File: src/rtl/vic_video_pkg.sv
// Shared types and defaults for the VIC-II video sync decoder.
package vic_video_pkg;

   localparam int unsigned CNT_W_DEF = 10;

   typedef logic [11:0] rgb12_t;

   typedef enum logic [1:0] {
      SEARCH,
      MEASURE,
      LOCKED
   } sync_state_t;

   function automatic rgb12_t pack_rgb(input logic [3:0] r, input logic [3:0] g, input logic [3:0] b);
      return {r, g, b};
   endfunction

endpackage

File: src/rtl/vic_sync_edge_detect.sv
// Normalises a sync input to active-high and flags its leading edge on enabled samples.
module vic_sync_edge_detect #(
   parameter bit ACTIVE_LOW = 1'b1
) (
   input  logic clk,
   input  logic reset,
   input  logic pix_en_i,
   input  logic sync_i,
   output logic edge_o
);

   logic active;
   logic prev_q;

   assign active = ACTIVE_LOW ? ~sync_i : sync_i;

   always_ff @(posedge clk) begin
      if (reset) begin
         prev_q <= 1'b0;
      end else if (pix_en_i) begin
         prev_q <= active;
      end
   end

   assign edge_o = pix_en_i & active & ~prev_q;

endmodule

File: src/rtl/vic_video_sync_decoder.sv
// Recovers raster position and timing from VIC-II video output, declares lock,
// and re-emits active pixels with a per-frame checksum.
module vic_video_sync_decoder
   import vic_video_pkg::*;
#(
   parameter int unsigned CNT_W           = CNT_W_DEF,
   parameter bit          SYNC_ACTIVE_LOW = 1'b1,
   parameter int unsigned LOCK_FRAMES     = 2
) (
   input  logic             clk,
   input  logic             reset,
   input  logic             i_pix_en,
   input  logic             i_hsync,
   input  logic             i_vsync,
   input  logic             i_display_on,
   input  logic [3:0]       i_red,
   input  logic [3:0]       i_green,
   input  logic [3:0]       i_blue,
   output logic [CNT_W-1:0] o_hpos,
   output logic [CNT_W-1:0] o_vpos,
   output logic [CNT_W-1:0] o_line_len,
   output logic [CNT_W-1:0] o_frame_lines,
   output logic             o_locked,
   output logic             o_frame_start,
   output logic             o_pix_valid,
   output logic [11:0]      o_rgb,
   output logic [15:0]      o_checksum,
   output logic             o_checksum_valid
);

   localparam int unsigned GW = $clog2(LOCK_FRAMES + 1);

   sync_state_t      state_q, state_d;
   logic [GW-1:0]    good_cnt_q, good_cnt_d, good_inc;
   logic             have_ref_q, have_ref_d;

   logic [CNT_W-1:0] hcnt_q, vcnt_q, line_len_q, frame_lines_q, line_ref_q;
   logic             ref_valid_q, mismatch_q, full_q;
   logic             frame_start_q, csv_q, pix_valid_q;
   rgb12_t           rgb_q;
   logic [15:0]      acc_q, checksum_q;

   logic             h_edge, v_edge, sat, line_bad, frame_good, locked_d;
   logic [CNT_W-1:0] line_len_new, lines_new;
   rgb12_t           rgb_now;
   logic [15:0]      contrib;

   vic_sync_edge_detect #(.ACTIVE_LOW(SYNC_ACTIVE_LOW)) u_hsync_edge (
      .clk      (clk),
      .reset    (reset),
      .pix_en_i (i_pix_en),
      .sync_i   (i_hsync),
      .edge_o   (h_edge)
   );

   vic_sync_edge_detect #(.ACTIVE_LOW(SYNC_ACTIVE_LOW)) u_vsync_edge (
      .clk      (clk),
      .reset    (reset),
      .pix_en_i (i_pix_en),
      .sync_i   (i_vsync),
      .edge_o   (v_edge)
   );

   assign sat          = i_pix_en & (hcnt_q == '1) & ~h_edge;
   assign line_len_new = hcnt_q + 1'b1;
   assign lines_new    = vcnt_q + CNT_W'(h_edge);
   // A coincident H edge closes the last line of the frame, so it is judged with it.
   assign line_bad     = h_edge & ref_valid_q & (line_len_new != line_ref_q);
   assign frame_good   = ~(mismatch_q | line_bad) & (~have_ref_q | (lines_new == frame_lines_q));
   assign good_inc     = good_cnt_q + 1'b1;
   assign locked_d     = (state_d == LOCKED);
   assign rgb_now      = pack_rgb(i_red, i_green, i_blue);
   assign contrib      = (i_display_on && locked_d) ? {4'b0000, rgb_now} : '0;

   always_ff @(posedge clk) begin
      if (reset) begin
         state_q    <= SEARCH;
         good_cnt_q <= '0;
         have_ref_q <= 1'b0;
      end else begin
         state_q    <= state_d;
         good_cnt_q <= good_cnt_d;
         have_ref_q <= have_ref_d;
      end
   end

   // The first closed frame is the reference and also opens the run of good frames.
   always_comb begin
      state_d    = state_q;
      good_cnt_d = good_cnt_q;
      have_ref_d = have_ref_q;
      if (sat) begin
         state_d = SEARCH;
      end else if (i_pix_en) begin
         case (state_q)
            SEARCH: begin
               if (v_edge) begin
                  state_d    = MEASURE;
                  good_cnt_d = '0;
                  have_ref_d = 1'b0;
               end
            end
            MEASURE: begin
               if (v_edge) begin
                  have_ref_d = 1'b1;
                  if (frame_good) begin
                     good_cnt_d = good_inc;
                     if (good_inc == GW'(LOCK_FRAMES)) state_d = LOCKED;
                  end else begin
                     good_cnt_d = '0;
                  end
               end
            end
            LOCKED: begin
               if (line_bad || (v_edge && !frame_good)) state_d = SEARCH;
            end
            default: state_d = SEARCH;
         endcase
      end
   end

   always_comb begin
      o_locked = (state_q == LOCKED);
   end

   always_ff @(posedge clk) begin
      if (reset) begin
         hcnt_q        <= '0;
         vcnt_q        <= '0;
         line_len_q    <= '0;
         frame_lines_q <= '0;
         line_ref_q    <= '0;
         ref_valid_q   <= 1'b0;
         mismatch_q    <= 1'b0;
         full_q        <= 1'b0;
         frame_start_q <= 1'b0;
         csv_q         <= 1'b0;
         pix_valid_q   <= 1'b0;
         rgb_q         <= '0;
         acc_q         <= '0;
         checksum_q    <= '0;
      end else begin
         frame_start_q <= 1'b0;
         csv_q         <= 1'b0;
         if (i_pix_en) begin
            if (h_edge) begin
               hcnt_q     <= '0;
               line_len_q <= line_len_new;
            end else if (hcnt_q != '1) begin
               hcnt_q <= hcnt_q + 1'b1;
            end

            if (v_edge) begin
               vcnt_q        <= '0;
               frame_lines_q <= lines_new;
               ref_valid_q   <= 1'b0;
               mismatch_q    <= 1'b0;
            end else if (h_edge) begin
               vcnt_q <= vcnt_q + 1'b1;
               if (!ref_valid_q) begin
                  line_ref_q  <= line_len_new;
                  ref_valid_q <= 1'b1;
               end else if (line_bad) begin
                  mismatch_q <= 1'b1;
               end
            end

            frame_start_q <= v_edge;
            pix_valid_q   <= i_display_on & locked_d;
            rgb_q         <= rgb_now;

            if (v_edge) begin
               checksum_q <= acc_q;
               csv_q      <= full_q & locked_d;
               acc_q      <= contrib;
            end else begin
               acc_q <= acc_q + contrib;
            end

            // full_q: lock has held since the opening V edge of the current frame.
            if (!locked_d)   full_q <= 1'b0;
            else if (v_edge) full_q <= 1'b1;
         end
      end
   end

   assign o_hpos           = hcnt_q;
   assign o_vpos           = vcnt_q;
   assign o_line_len       = line_len_q;
   assign o_frame_lines    = frame_lines_q;
   assign o_frame_start    = frame_start_q;
   assign o_pix_valid      = pix_valid_q;
   assign o_rgb            = rgb_q;
   assign o_checksum       = checksum_q;
   assign o_checksum_valid = csv_q;

endmodule

File: config.mk
export PLATFORM = sky130hd
export DESIGN_NAME = vic_video_sync_decoder
export DESIGN_NICKNAME = d
export VERILOG_FILES = /design/src/rtl/vic_video_pkg.sv /design/src/rtl/vic_sync_edge_detect.sv /design/src/rtl/vic_video_sync_decoder.sv
export SDC_FILE = /design/constraint.sdc
export NUM_CORES = 1
export LEC_CHECK = 0
export BUFFER_PORTS_ARGS = -buffer_cell sky130_fd_sc_hd__buf_2
export CAP_MARGIN = 15
export CORE_UTILIZATION = 40
export CTS_CLUSTER_DIAMETER = 200
export DETAILED_ROUTE_END_ITERATION = 6
export SLEW_MARGIN = 40
export SYNTH_ARGS = -nofsm -noshare
export SYNTH_HDL_FRONTEND = slang
export SYNTH_SLANG_ARGS = --single-unit
export TNS_END_PERCENT = 1
File: constraint.sdc
create_clock -name clk -period 16.8 [get_ports clk]
set_input_delay 5.04 -clock clk [delete_from_list [all_inputs] [get_ports clk]]
set_output_delay 5.04 -clock clk [all_outputs]
set_load 0.01 [all_outputs]
==> results of run 1 <==
==> stage by stage <==
stage / power, mW / util [%]
2_1_floorplan: 0.310 / -
3_3_place_gp: 0.327 / 44.8
3_5_place_dp: 0.329 / 44.8
4_1_cts: 0.548 / 47.0
5_1_grt: 0.564 / 47.0
6_report: 0.540 / 47.0
==> flip-flops by register name (all words and copies together), names as in the netlist <==
signal	count
state_q	2
o_checksum_valid	1
have_ref_q	1
o_checksum	16
o_rgb	12
o_pix_valid	1
u_hsync_edge.prev_q	1
o_frame_lines	10
line_ref_q	10
o_frame_start	1
good_cnt_q	2
full_q	1
mismatch_q	1
u_vsync_edge.prev_q	1
o_line_len	10
ref_valid_q	1
o_hpos	10
o_vpos	10
acc_q	16
==> worst register-to-register path: cells and delay by family, from the launching register on <==
family | cells | cell delay (ns)
xor gates and xnor gates | 1 | 0.16
buffers and inverters | 3 | 0.55
AOI/OAI and AO/OA | 8 | 1.87
DFF | 1 | 0.31
adders and majority gates | 4 | 1.16
and+or+nand+nor | 9 | 2.23
==> final timing paths <==
kind                                           from          endpoint  slack (ns)  cells past startpoint
worst min-delay path                         full_q  o_checksum_valid        0.45                      2
worst max register to register  u_hsync_edge.prev_q         acc_q[12]       10.39                     25
worst max-delay path                       i_pix_en         acc_q[12]        5.49                     26
worst min register to register               full_q  o_checksum_valid        0.45                      2
==> per-layer routing <==
metal,track usage (%),wire (um),share of wire [%]
met5,0,0,0
met4,7.64,283,2.0
met2,34.2,6910,48
met1,26.6,6550,45
met3,4.06,667,4.6
==> area by class of cell <==
cell class / instances / area share (%)
clock buffer: 10 / 3.52
clock inverter: 6 / 1.12
inverter: 12 / 0.693
multi-input combinational: 530 / 50.6
sequential: 107 / 33.0
tap: 180 / 3.47
timing repair buffer: 95 / 7.60
==> layout by cell type, fill, tap and decap left out, types with 3 or more instances in the layout <==
| master | instances |
|---|---|
| a21o_1 | 5 |
| buf_2 | 89 |
| o21ai_0 | 22 |
| or3_1 | 6 |
| xor2_1 | 22 |
| a211o_1 | 4 |
| and2_1 | 4 |
| nand3_1 | 6 |
| clkbuf_16 | 9 |
| buf_4 | 5 |
| nand2b_1 | 4 |
| nor3_1 | 18 |
| nand3b_1 | 13 |
| o32ai_1 | 5 |
| nor2b_1 | 20 |
| nor2_1 | 97 |
| xnor2_1 | 22 |
| and3_1 | 8 |
| inv_1 | 12 |
| o41ai_1 | 3 |
| a31oi_1 | 6 |
| a211oi_1 | 29 |
| nand2_1 | 81 |
| o211ai_1 | 3 |
| nand4_1 | 7 |
| dfxtp_1 | 107 |
| mux2i_1 | 15 |
| a21oi_1 | 62 |
| a311oi_1 | 5 |
| ha_1 | 17 |
==> power by group <==
part	total, mW	switching [mW]	internal [mW]
Sequential	0.268	0.00707	0.261
Clock	0.218	0.100	0.117
Combinational	0.0537	0.0329	0.0207
Total	0.540	0.140	0.399
==> logic make-up after synthesis <==
logic type | Yosys count | synth area share, %
simple gates | 279 | 23.3
compound gates | 171 | 20.1
flops | 107 | 37.9
buf+inv | 55 | 4.05
xor+xnor | 46 | 7.62
fa+ha+maj | 18 | 4.12
mux | 16 | 2.86
==> metrics.md, run 1 <==
| Metric | Value |
|---|---|
| Final Hold Violating Endpoints | 0 |
| Area grow syn2layout | 15.1% |
| FFs w/ async S/R, synth | 0% |
| Post-DRT Antenna Nets | 0 |
| Ports | 90 |
| Top cell type's share of synthesized area | 37.9% |
| Post-CTS setup buffers | 0 |
| RSZ-0062 raised after global routing | false |
| F_max | 88.4 MHz |
| Share of layout cells above drive strength 1 | around 16% |
| Cell Count, Final, Fillers Out | 940 |
| Type of the worst setup path | in2reg |
| Filler cells | ~1300 |
| Core Region | ~14000 um^2 |
| Syn Area/Cell | 8.16 um^2 |
| Inst Count DP | just over 900 |
| Worst slew pin tran | between 0.6 and 0.7 ns |
| Register area | 2140 um^2 |
| Net Count, Synth | approximately 730 |
| LEAKAGE | ~2.6 nW |
| Dpl ws | about 5.2 ns |
| EDFF count, synth | 0 |
| Hpwl dp | slightly above 10000 um |
| TritonCTS clock tree | done |
| Yosys reg bits | around 110 |
| Critical path capture point type | flip-flop |
| Critical path required time | 17.03 ns |
| Worst-path clk slew | roughly 0.070 ns |
| Clock buffer depth | 2 |
| Worst-path fanout max | between 40 and 50 |
| Starting Density | about 41% |
| Startpoint types | input port |
| Gr usage total | around a fifth |
| GRT overflow | 0 |
| H-tree levels | 3 |
| Fin area | approximately 6500 um^2 |
| Iteration-0 DRC Markers | 317 |
| Netlist cell types | 65 |
| # setup viols final | 0 |
| Mapped Area | approximately 5600 um^2 |
| Synth Flop Type | dfxtp_1 |
| DIE HEIGHT | around 120 um |
| Setup ws final | roughly 5.5 ns |
| Area of the multi-input gates | 3290 um^2 |
| Clock sinks | between 100 and 150 |
| Clk root buf | clkbuf_16 |
| DP Area | 6200 um^2 |
| Vias in the first global route | 4734 |
| Port Buffers | ~90 |
| Die width | approximately 120 um |
| Cell area power density | about 83 nW/um^2 |
| Relative slew slack | between 50% and 60% |
| Residual DRC | 0 |
| TritonCTS Buffers | 9 |
| Slew Limit Fails | 0 |
| Worst Path Buf+Inv | 5 |
| Worst skew pair latency | around 0.36 ns |
| Largest net degree at the start of global routing | between 90 and 100 |
| Ranking of synthesized cells by area | dfxtp_1 38%, nor2_1 6.4%, a21oi_1 5.5% |
| Drt pass-1 iters | 5 |
| Sequential-to-total area share from yosys stat | a little under two fifths |
| Skew final | 0.0118 ns |
| Initial antenna violation count | 0 |
| Final Cycle Share | just under 70% |
| Worst EP arrival | around 12 ns |
| MaxCap Viol Count | 0 |
| VDD IR max | 0.0538 mV |
| First-pass GRT wire length | between 20000 and 25000 um |
| Std-Cell Rows | 43 |
| Cells after Synth | a little under 700 |
| ANT cells | 0 |
| Hold_buf cts | 0 |
| Slowest CP cell | or3b_1 |
| Top delay family on crit path | simple AND/OR/NAND/NOR gates |
| Via/cell ratio | 5.43 |
| Die Area | approximately 15000 um^2 |
| Synth top cells by count | 107 x dfxtp_1, 97 x nor2_1, 81 x nand2_1 |
| Status | finished, final reports clean |
| CP max stage delay | 0.72 ns |
| Placer's final routability congestion estimate | a little over 0.9 |
| Via count | 5103 |
| Tmin final | 11.31 ns |
| Final hold slack | between 0.4 and 0.5 ns |
| Post_cts resized | 0 |
| Total Routed Length | about 14000 um |
| Worst hold path type | reg2reg |
| Leading area contributor after synthesis | dfxtp_1 |
| Wire per inst | ~15 um |
| YS warnings | 0 |
| Most instantiated library cell after synthesis | dfxtp_1 |
| Nets | just under 800 |
| Setup tns final | 0 ns |
(Power assumes the default switching activity.)
==> run 2: changes to the inputs <==
==> constraint.sdc (replaced) <==
create_clock -name clk -period 10.6 [get_ports clk]
set_input_delay 3.18 -clock clk [delete_from_list [all_inputs] [get_ports clk]]
set_output_delay 3.18 -clock clk [all_outputs]
set_load 0.01 [all_outputs]
==> run 2 against run 1 <==
Net effect:
- worst hold slack gained 0.0036 ns
- largest cell class unchanged
- combinational power grew 61%
- critical path type unchanged
- setup slack lost 3.8 ns
- sequential share of layout area is essentially flat
- total power grew 58%
==> metrics.md, run 2 (synthesis results as in run 1) <==
| Metric | Value |
|---|---|
| DIE HEIGHT | between 100 and 150 um |
| # setup viols final | 0 |
| Slew Limit Fails | 0 |
| Drt pass-1 iters | 5 |
| Hold path cells | 2 |
| Worst EP arrival | approximately 9.1 ns |
| Final Hold Violating Endpoints | 0 |
| Worst r2r dst | acc_q[12] |
| VDD IR max | between 0.08 and 0.09 mV |
| Total power | around 850 uW |
| RSZ-0062 raised after global routing | false |
| Skew final | approximately 0.0048 ns |
| Share of layout cells above drive strength 1 | 16.2% |
| Hold path start | full_q |
| Worst-path fanout max | 39 |
| Clk root buf | clkbuf_16 |
| Worst slew pin tran | about 0.72 ns |
| Via/cell ratio | 5.44 |
| Worst skew pair latency | 0.35 ns |
| Type of the worst setup path | in2reg |
| Setup tns final | 0 ns |
| Initial antenna violation count | 0 |
| FF-to-FF Start | u_hsync_edge.prev_q |
| Core Region | ~14000 um^2 |
| Hold EP | o_checksum_valid |
| Final Cycle Share | a little over four fifths |
| Filler cells | 1408 |
| Die width | approximately 120 um |
| TritonCTS Buffers | 9 |
| Worst hold path type | reg2reg |
| Tmin final | around 9 ns |
| LEAKAGE | 2.64 nW |
| Relative slew slack | about half |
| Vias in the first global route | ~4600 |
| Ports | 90 |
| Hold_buf cts | 0 |
| Clock buffer depth | 2 |
| Via count | between 5000 and 6000 |
| Critical path required time | between 10 and 15 ns |
| Wire per inst | roughly 15 um |
| Residual DRC | 0 |
| Area grow syn2layout | 15.0% |
| Startpoint types | input port |
| ANT cells | 0 |
| Hpwl dp | 10000 um |
| Total Routed Length | ~14000 um |
| F_max | between 100 and 150 MHz |
| Clock sinks | around 110 |
| Area of the multi-input gates | ~3300 um^2 |
| H-tree levels | 3 |
| Cell area power density | roughly 130 nW/um^2 |
| Worst-path clk slew | roughly 0.07 ns |
| Largest net degree at the start of global routing | 90 |
| Std-Cell Rows | 43 |
| Post-CTS setup buffers | 0 |
| MaxCap Viol Count | 0 |
| Post-DRT Antenna Nets | 0 |
| TritonCTS clock tree | done |
| Gr usage total | between 20 and 25% |
| Nets | about 790 |
| Iteration-0 DRC Markers | between 200 and 300 |
| Placer's final routability congestion estimate | 0.820 |
| First-pass GRT wire length | between 20000 and 25000 um |
| Register area | approximately 2100 um^2 |
| FF-to-FF path depth | 25 |
| Die Area | approximately 15000 um^2 |
| Most frequent cells in the layout | 107 x dfxtp_1, 97 x nor2_1, 89 x buf_2, 81 x nand2_1, 62 x a21oi_1 |
| Status | finished, final reports clean |
| Reg2Reg Setup Slack | approximately 4.3 ns |
| Post_cts resized | 0 |
| Port Buffers | approximately 90 |
| Critical path capture point type | flip-flop |
| GRT overflow | 0 |
| Starting Density | between 40% and 50% |
| Most common cell after layout, fill and taps aside | dfxtp_1 |
-- run 2: per-layer routing --
metal	wire (um)	global-route usage [%]
met1	6620	26.0
met2	6840	32.8
met3	631	3.11
met4	296	8.56
met5	0	0
-- run 2: where the power goes --
part | switching [mW] | internal (mW) | total, mW
Combinational | 0.0533 | 0.0329 | 0.0862
Sequential | 0.0108 | 0.414 | 0.425
Clock | 0.146 | 0.195 | 0.341
Total | 0.210 | 0.642 | 0.852
-- run 2: worst max-delay path by stage --
| stage | startpoint | endpoint | slack (ns) | cells past startpoint |
|---|---|---|---|---|
| finish | i_hsync | acc_q[12] | 1.72 | 26 |
| global route | i_hsync | acc_q[14] | 1.19 | 26 |
| CTS | i_hsync | acc_q[12] | 1.72 | 26 |
| detailed placement | i_hsync | acc_q[12] | 1.38 | 26 |
| global placement | i_hsync | acc_q[12] | 1.56 | 26 |
| floorplan | i_hsync | acc_q[12] | 2.12 | 27 |
-- run 2: cell type report --
type	count	area share (%)
timing repair buffer	95	7.61
clock buffer	13	4.01
tap	180	3.47
multi-input combinational	530	50.7
inverter	12	0.694
sequential	107	33.0
clock inverter	2	0.540
-- run 2: per-stage QoR --
stage | instance area, um^2 | std cells | utilization (%) | setup slack (ns) | hold slack (ns)
2_1_floorplan | 5650 | 692 | - | 2.12 | 0.410
3_3_place_gp | 6190 | 924 | 44.8 | 1.56 | 0.429
3_5_place_dp | 6200 | 924 | 44.8 | 1.38 | 0.439
4_1_cts | 6490 | 939 | 47.0 | 1.72 | 0.452
5_1_grt | 6490 | 939 | 47.0 | 1.19 | 0.481
6_report | 6490 | 939 | 47.0 | 1.72 | 0.451
-- run 2: worst max-delay path, cell delays in order --
cell and delay [ns]:
buf_2 0.10, nor2_1 0.07, nand2_1 0.20, inv_1 0.10, buf_4 0.36, ha_1 0.30
ha_1 0.22, nand3_2 0.17, or2_1 0.32, a211o_1 0.28, a211o_1 0.28, o41ai_2 0.41
nor2_1 0.23, or3b_1 0.71, nor2_1 0.20, ha_1 0.20, inv_1 0.06, fa_1 0.39
nor2b_1 0.16, o2111ai_1 0.15, a31oi_1 0.26, a31o_2 0.22, a211o_1 0.14, o211ai_1 0.11
xor2_1 0.17, nor2_1 0.05
==> run 3: changes to the inputs <==
==> constraint.sdc (replaced) <==
create_clock -name clk -period 8 [get_ports clk]
set_input_delay 2.4 -clock clk [delete_from_list [all_inputs] [get_ports clk]]
set_output_delay 2.4 -clock clk [all_outputs]
set_load 0.01 [all_outputs]
==> run 3 against run 2 <==
Net effect:
- flip-flop and latch count did not move
- die area did not move
- via count unchanged
- critical path depth is 1 lower
- critical path type unchanged
==> metrics.md, run 3 (synthesis results as in run 1) <==
| Metric | Value |
|---|---|
| Status | finished, final reports clean |
| Skew final | 0.00811 ns |
| Tmin final | roughly 7.4 ns |
| Post-CTS setup buffers | 0 |
| CP max stage delay | 0.59 ns |
| Vias in the first global route | 4900 |
| Total Routed Length | between 10000 and 15000 um |
| Critical path required time | just over 8 ns |
| ANT cells | 0 |
| Routed length on met2 | roughly 7100 um |
| VDD IR max | 0.116 mV |
| Final Util | a little under half |
| Worst-path clk slew | roughly 0.070 ns |
| Slowest CP cell | or3b_1 |
| Area grow syn2layout | 15.8% |
| # setup viols final | 0 |
| Fin area | ~6500 um^2 |
| Starting Density | between 40% and 50% |
| Metal1 wirelength | between 6000 and 7000 um |
| Post-DRT Antenna Nets | 0 |
| Final Hold Violating Endpoints | 0 |
| Most common cell after layout, fill and taps aside | dfxtp_1 |
| Final Cycle Share | 92.0% |
| Clock sinks | about 110 |
| LEAKAGE | ~2.7 nW |
| Residual DRC | 0 |
| First-pass GRT wire length | about 24000 um |
| TritonCTS clock tree | done |
| Via/cell ratio | ~5.4 |
| Worst Path Buf+Inv | 3 |
| Drt pass-1 iters | 4 |
| Relative slew slack | between 50% and 60% |
| Placer's final routability congestion estimate | around 0.84 |
| Startpoint types | input port |
| RSZ-0062 raised after global routing | false |
| Share of layout cells above drive strength 1 | between 15 and 20% |
| Clock buffer depth | 2 |
| Gr usage total | 20.7% |
| F_max | 136 MHz |
| Metal3 WL | ~600 um |
| Top delay family on crit path | simple AND/OR/NAND/NOR gates |
| Worst hold path type | reg2reg |
| Via count | 5104 |
| Std-Cell Rows | 43 |
| Initial antenna violation count | 0 |
| TritonCTS Buffers | 9 |
| Cell area power density | around 170 nW/um^2 |
| Core Region | 13800 um^2 |
| DR top layer | met4 |
| Worst slew pin tran | about 0.74 ns |
| MaxCap Viol Count | 0 |
| Most frequent cells in the layout | 107 x dfxtp_1, 97 x nor2_1, 89 x buf_2, 81 x nand2_1, 62 x a21oi_1 |
| Slew Limit Fails | 0 |
| Worst skew pair latency | 0.36 ns |
| H-tree levels | 3 |
| DP Area | between 6000 and 7000 um^2 |
| Die width | between 100 and 150 um |
| Hold_buf cts | 0 |
| DIE HEIGHT | roughly 120 um |
| GRT overflow | 0 |
| Clk root buf | clkbuf_16 |
| Nets | 796 |
| Port Buffers | a little under 90 |
| Wire per inst | between 15 and 20 um |
| Post_cts resized | 0 |
| Worst EP arrival | ~7.6 ns |
| Ports | 90 |
| Critical path capture point type | flip-flop |
| Largest net degree at the start of global routing | 91 |
| Type of the worst setup path | in2reg |
| Total power | about 1.1 mW |
| Worst-path fanout max | 11 |
| Hpwl dp | around 10000 um |
| Die Area | between 10000 and 15000 um^2 |
| Iteration-0 DRC Markers | 240 |
| CP dominant cell by count | nor2_1 |
| Setup tns final | 0 ns |
## run 3: worst min-delay path, delay by kind of cell, from the launching register on
kind             cells  cell delay [ns]
and+or+nand+nor      2             0.08
DFF                  1             0.32
## run 3: power breakdown
part	total (mW)	leakage, nW	internal [mW]	switching (mW)
Combinational	0.117	1.65	0.0449	0.0718
Clock	0.458	0.148	0.251	0.207
Sequential	0.563	0.870	0.549	0.0143
Total	1.14	2.67	0.845	0.293
## run 3: final cells by class
| type | count | area, um^2 |
|---|---|---|
| Clock inverter | 6 | 65.1 |
| Clock buffer | 10 | 239 |
| Fill cell | 1416 | 7290 |
| Multi-Input combinational cell | 530 | 3290 |
| Timing Repair Buffer | 100 | 532 |
| Tap cell | 180 | 225 |
| Inverter | 12 | 45.0 |
| Sequential cell | 107 | 2140 |
## run 3: metal layers
metal  global-route usage, %  vias up
met4                    6.64        0
met5                       0        -
met2                    35.9      101
met1                    24.8     2404
met3                    5.09       21
li1                        -     2578
## run 3: stage by stage
step	hold slack [ns]	worst slack, ns	cells
finish	0.437	0.642	945
global route	0.452	0.132	945
CTS	0.435	0.626	945
detailed placement	0.424	0.254	929
global placement	0.421	0.384	929
floorplan	0.410	0.300	692
## run 3: worst paths after layout
| path | cells past startpoint | end | from | slack [ns] |
|---|---|---|---|---|
| max | 25 | acc_q[12] | i_hsync | 0.64 |
| min | 2 | o_checksum_valid | full_q | 0.44 |
| max reg2reg | 24 | acc_q[12] | u_hsync_edge.prev_q | 2.45 |
| min reg2reg | 2 | o_checksum_valid | full_q | 0.44 |
